**src/rtl/jk_counter_pkg.sv**
```systemverilog
// Shared types and helpers for the JK-stage modulo counter.
package jk_counter_pkg;

    localparam logic DIR_UP = 1'b1;
    localparam logic DIR_DN = 1'b0;

    typedef struct packed {
        logic j;
        logic k;
    } jk_ctrl_t;

    // Toggle-form drive: J=K=1 only where the bit must change, otherwise hold.
    function automatic jk_ctrl_t jk_for(input logic cur, input logic nxt);
        jk_ctrl_t c;
        c.j = cur ^ nxt;
        c.k = cur ^ nxt;
        return c;
    endfunction

endpackage

```
**src/rtl/jk_stage.sv**
```systemverilog
// One JK flip-flop bit with synchronous active-low reset.
module jk_stage (
    input  logic clk,
    input  logic reset_n,
    input  logic j,
    input  logic k,
    output logic q
);

    logic q_d;
    logic q_q;

    always_comb begin
        q_d = q_q;
        unique case ({j, k})
            2'b00:   q_d = q_q;
            2'b01:   q_d = 1'b0;
            2'b10:   q_d = 1'b1;
            default: q_d = ~q_q;
        endcase
    end

    always_ff @(posedge clk) begin
        if (!reset_n) q_q <= 1'b0;
        else          q_q <= q_d;
    end

    assign q = q_q;

endmodule

```
**src/rtl/jk_mod_counter.sv**
```systemverilog
// Modulo-MODULUS up/down counter built from JK stages, with a registered wrap
// pulse and a divide-by-2*MODULUS square wave.
module jk_mod_counter
    import jk_counter_pkg::*;
#(
    parameter int WIDTH   = 4,
    parameter int MODULUS = 10
) (
    input  logic             clk,
    input  logic             reset_n,
    input  logic             en,
    input  logic             up_dn,
    input  logic             load,
    input  logic [WIDTH-1:0] load_val,
    output logic [WIDTH-1:0] count,
    output logic             wrap,
    output logic             div_out
);

    if (WIDTH < 1 || WIDTH > 16) begin : g_bad_width
        $error("jk_mod_counter: WIDTH must be 1..16");
    end
    if (MODULUS < 2 || MODULUS > (1 << WIDTH)) begin : g_bad_modulus
        $error("jk_mod_counter: MODULUS must be 2..2**WIDTH");
    end

    localparam logic [WIDTH-1:0] CNT_MAX = WIDTH'(MODULUS - 1);

    logic [WIDTH-1:0] cnt_q;
    logic [WIDTH-1:0] cnt_next;
    logic             wrap_d;
    logic             wrap_q;
    logic             force_load;
    jk_ctrl_t [WIDTH-1:0] stage_jk;
    logic             div_q;

    always_comb begin
        cnt_next   = cnt_q;
        wrap_d     = 1'b0;
        force_load = 1'b0;
        if (load) begin
            force_load = 1'b1;
            cnt_next   = (load_val > CNT_MAX) ? CNT_MAX : load_val;
        end else if (en) begin
            if (up_dn == DIR_UP) begin
                if (cnt_q >= CNT_MAX) begin
                    cnt_next = '0;
                    wrap_d   = 1'b1;
                end else begin
                    cnt_next = cnt_q + WIDTH'(1);
                end
            end else begin
                if (cnt_q == '0) begin
                    cnt_next = CNT_MAX;
                    wrap_d   = 1'b1;
                end else begin
                    cnt_next = cnt_q - WIDTH'(1);
                end
            end
        end
    end

    // Wrap and load jump to an arbitrary value, so drive set/reset form there.
    always_comb begin
        stage_jk = '0;
        for (int i = 0; i < WIDTH; i++) begin
            if (force_load || wrap_d) begin
                stage_jk[i].j = cnt_next[i];
                stage_jk[i].k = ~cnt_next[i];
            end else begin
                stage_jk[i] = jk_for(cnt_q[i], cnt_next[i]);
            end
        end
    end

    for (genvar g = 0; g < WIDTH; g++) begin : g_bit
        jk_stage u_bit (
            .clk     (clk),
            .reset_n (reset_n),
            .j       (stage_jk[g].j),
            .k       (stage_jk[g].k),
            .q       (cnt_q[g])
        );
    end

    jk_stage u_div (
        .clk     (clk),
        .reset_n (reset_n),
        .j       (wrap_d),
        .k       (wrap_d),
        .q       (div_q)
    );

    always_ff @(posedge clk) begin
        if (!reset_n) wrap_q <= 1'b0;
        else          wrap_q <= wrap_d;
    end

    assign count   = cnt_q;
    assign wrap    = wrap_q;
    assign div_out = div_q;

endmodule
```
**config.mk**
```make
export PLATFORM = sky130hd
export DESIGN_NAME = jk_mod_counter
export DESIGN_NICKNAME = d
export VERILOG_FILES = /design/src/rtl/jk_counter_pkg.sv /design/src/rtl/jk_stage.sv /design/src/rtl/jk_mod_counter.sv
export SDC_FILE = /design/constraint.sdc
export NUM_CORES = 1
export LEC_CHECK = 0
export CAP_MARGIN = 20
export CORE_AREA = 2 2 39 41
export CTS_BUF_LIST = sky130_fd_sc_hd__clkbuf_2 sky130_fd_sc_hd__clkbuf_4 sky130_fd_sc_hd__clkbuf_8
export CTS_CLUSTER_SIZE = 12
export DETAILED_ROUTE_END_ITERATION = 16
export DIE_AREA = 0 0 41 43
export GPL_TIMING_DRIVEN = 0
export PLACE_DENSITY = 0.68
export SLEW_MARGIN = 0
export SYNTH_ARGS = -nofsm -noshare
export SYNTH_HDL_FRONTEND = slang
export SYNTH_SLANG_ARGS = --single-unit
export TNS_END_PERCENT = 1
```
**constraint.sdc**
```tcl
create_clock -name clk -period 1.7 [get_ports clk]
set_input_delay 0.425 -clock clk [delete_from_list [all_inputs] [get_ports clk]]
set_output_delay 0.425 -clock clk [all_outputs]
set_load 0.1 [all_outputs]
```
==> flow_summary_export.csv <==
group,metric,value,unit
logic_synthesis,syn-cell-area,490,um^2
pwr,totalPowerFinal,522,uW
logic_synthesis,synth_simple_gate_area_share,0.227,
logic_synthesis,synthFlopType,"dfxtp_1",
sta,timing_worst_slew_pin_value,0.544,ns
place,portBuffers,14,
routing,detailroute.via_count,512,
finish,drive_gt1_frac,0.354,
routing,detail-route-antenna-nets,0,
clock_network,tritoncts.num_buffers,3,
global_route,globalRouteTotalUtil,0.145,
floorplanning,die_height,43,um
routing,average_wire_length_per_cell_after_detail_routing,12.0,um
logic_synthesis,synth_async_sr_flop_share,0,
logic_synthesis,largest_family_of_logic_cells_by_synthesized_area,"compound AO/OA/AOI/OAI gates",
sta,min_period_over_period,0.969,
finish,area_occupied_by_multi_input_gates,332,um^2
routing,first_iter_violations,11,
finish,area.sequential,128,um^2
logic_synthesis,number_of_enable_flip_flop_cells_after_synthesis,0,
logic_synthesis,synthesis.instances,62,
clock_network,number_of_hold_buffers_added_after_cts,0,
finish,fillers,139,
sta,finalCriticalPeriod,1.65,ns
status,status,"finished clean",
logic_synthesis,syn_nets,74,
floorplanning,core_region_area,1380,um^2
worst_setup_path,crit_arrival,1.78,ns
logic_synthesis,synth_top_cell_by_area,"dfxtp_1",
min_path,holdCritPathClass,"reg -> reg",
sta,number_of_failing_hold_endpoints_at_the_final_stage,0,
worst_setup_path,critical_path_required,1.83,ns
pwr,vdd_drop_max,0.627,mV
worst_setup_path,crit_path_to,"g_bit[2].u_bit.q",
worst_setup_path,reg_to_reg_setup_timing_slack,0.08,ns
logic_synthesis,netlist.area_leader.share,0.245,
logic_synthesis,yosys_register_bits,6,
finish,synthToLayoutAreaGrowth,49.0,%
sta,timing.fmax,0.607,GHz
clock_network,cts_tree,"yes",
logic_synthesis,synth_area_leaders,"dfxtp_1, ha_1, buf_4",
clock_network,clk_pin_slew_worst_paths,0.04,ns
sta,finalMaxSlewViolations,0,
global_route,grt_first_pass_wirelength,1700,um
clock_network,clock_tree.buffer_depth,2,
floorplanning,floorplan.die_area,1760,um^2
logic_synthesis,synth_compound_area_frac,0.283,
sta,rsz0062_at_grt,"true",
worst_setup_path,cp-end-kind,"flip-flop",
global_route,grt.overflow.total,0,
logic_synthesis,synth_xor_xnor_area_share,0,
logic_synthesis,seq_area_frac_synth,0.245,
pwr,p_per_area,714,nW/um^2
finish,final_nets,96,
logic_synthesis,ys.warnings.count,0,
finish,antenna_cells,0,
routing,first_pass_iters,4,
global_route,grt_max_degree,11,
clock_network,clkLatencyLatePin,0.24,ns
worst_setup_path,crit_type,"in -> reg",
worst_setup_path,ff2ff_path_depth,6,
place,gp_routability_congestion,0.769,
global_route,first_global_vias,404,
logic_synthesis,muxShareOfSynthArea,0.0434,
floorplanning,pin_count,15,
logic_synthesis,yosys.cell_types.count,32,
clock_network,cts-htree-levels,1,
run,maxCapViolCount,0,
sta,worst_hold_slack,0.468,ns
global_route,initial_antenna_violation_count,0,
sta,slew-limit-headroom,0.632,
pwr,leakagePower,0.000299,uW
place,dp_hpwl,853,um
worst_setup_path,crit_start,"up_dn",
floorplanning,initial_cell_density_of_the_core,0.354,
floorplanning,rows,14,
logic_synthesis,synth-adder-area-share,0.0765,
routing,detail_route.drc_violations,0,
sta,report.final.setup_viol,0,
logic_synthesis,syn_area_per_cell,7.91,um^2
routing,postRouteWirelength,1180,um
worst_setup_path,worstPathMaxFanout,10,
floorplanning,floorplan.die.width,41,um
worst_setup_path,rr_endpoint,"u_div.q",
routing,drt-vias-per-instance,5.22,
clock_network,cts.root.buffer_cell,"clkbuf_4",
clock_network,numClockSinks,6,
worst_setup_path,start_kind,"input port",
sta,fin_worst_skew,0.00196,ns
worst_setup_path,r2r-start,"g_bit[1].u_bit.q",
[synth_stat cells (2+ instances only)]
library cell,number
inv_1,5
dfxtp_1,6
nor2_1,4
o311ai_0,2
nand4b_1,2
nand2b_1,3
a31oi_1,2
buf_4,4
a21oi_1,2
nand2_1,4
ha_1,3
o21ai_0,5
[cell families (layout without fill, tap and decap cells)]
logic type,count (synthesis),in the layout
compound gates,20,20
fa+ha+maj,3,3
buf+inv,12,32
flops,6,6
mux,2,2
simple gates,19,19
[critical path, cell delays in order]
cell,delay (ns)
clkdlybuf4s50_1,0.49
buf_6,0.14
mux2_2,0.34
a21oi_2,0.13
a311oi_1,0.06
o21a_1,0.19
[report_power, final]
| group | internal, uW | total [uW] | switching, uW |
|---|---|---|---|
| Clock | 79.5 | 125 | 45.6 |
| Sequential | 151 | 166 | 15.3 |
| Combinational | 93.4 | 230 | 137 |
[area by class of cell]
cell class	instances	area share
multi-input cells	44	0.454
flip-flops and latches	6	0.175
plain buffers	6	0.0634
well taps	16	0.0274
inverters	6	0.0377
clock buffers	3	0.0308
repair buffers	17	0.212
[per-layer routing]
layer,vias up,GRT usage,share of wire
li1,264,-,-
met1,232,0.219,0.49
met2,16,0.181,0.46
met3,0,0.0785,0.052
met4,0,0.0200,0
met5,-,0,0
[stage by stage]
stage	setup WS (ns)	instance area, um^2	utilization	instances	setup TNS, ns
after global placement	-0.443	651	0.470	92	-3.25
after floorplan	0.0550	490	-	62	0
final	0.0530	731	0.528	98	0
after detailed placement	-0.432	651	0.470	92	-3.30
after CTS	-0.0346	692	0.500	95	-0.0369
after global routing	-0.00913	731	0.528	98	-0.00913
[worst min path at each step]
stage | start | end | slack (ns) | cells past startpoint
6_report | u_div.q | u_div.q | 0.47 | 2
5_1_grt | u_div.q | u_div.q | 0.49 | 2
4_1_cts | u_div.q | u_div.q | 0.47 | 2
3_3_place_gp | u_div.q | u_div.q | 0.45 | 2
2_1_floorplan | reset_n | g_bit[2].u_bit.q | 0.54 | 1
3_5_place_dp | u_div.q | u_div.q | 0.47 | 2
[what timing repair did]
item | CTS | global route
buffers inserted | 0 | 3
setup endpoints to repair | 12 | 5
endpoints found under the hold margin | 0 | 0
resized for setup | 30 | 10
pin swaps | 0 | 3
[flip-flops by register name, summed over array words and instances, names as in the netlist]
name,cells
wrap,1
u_div.q,1
g_bit.u_bit.q,4
[cells in the final DEF (no fill, tap or decap), types with 2 or more instances in the layout]
master and count:
clkbuf_4 3, clkdlybuf4s15_2 2, clkdlybuf4s50_1 8, nand2b_1 3
buf_4 11, a31oi_1 2, dfxtp_4 2, dfxtp_1 4
nor2_1 4, inv_1 3, nand2_1 4, nand4b_1 2
o21ai_0 5, inv_4 2
No activity file was read; power rests on OpenSTA's default activity.
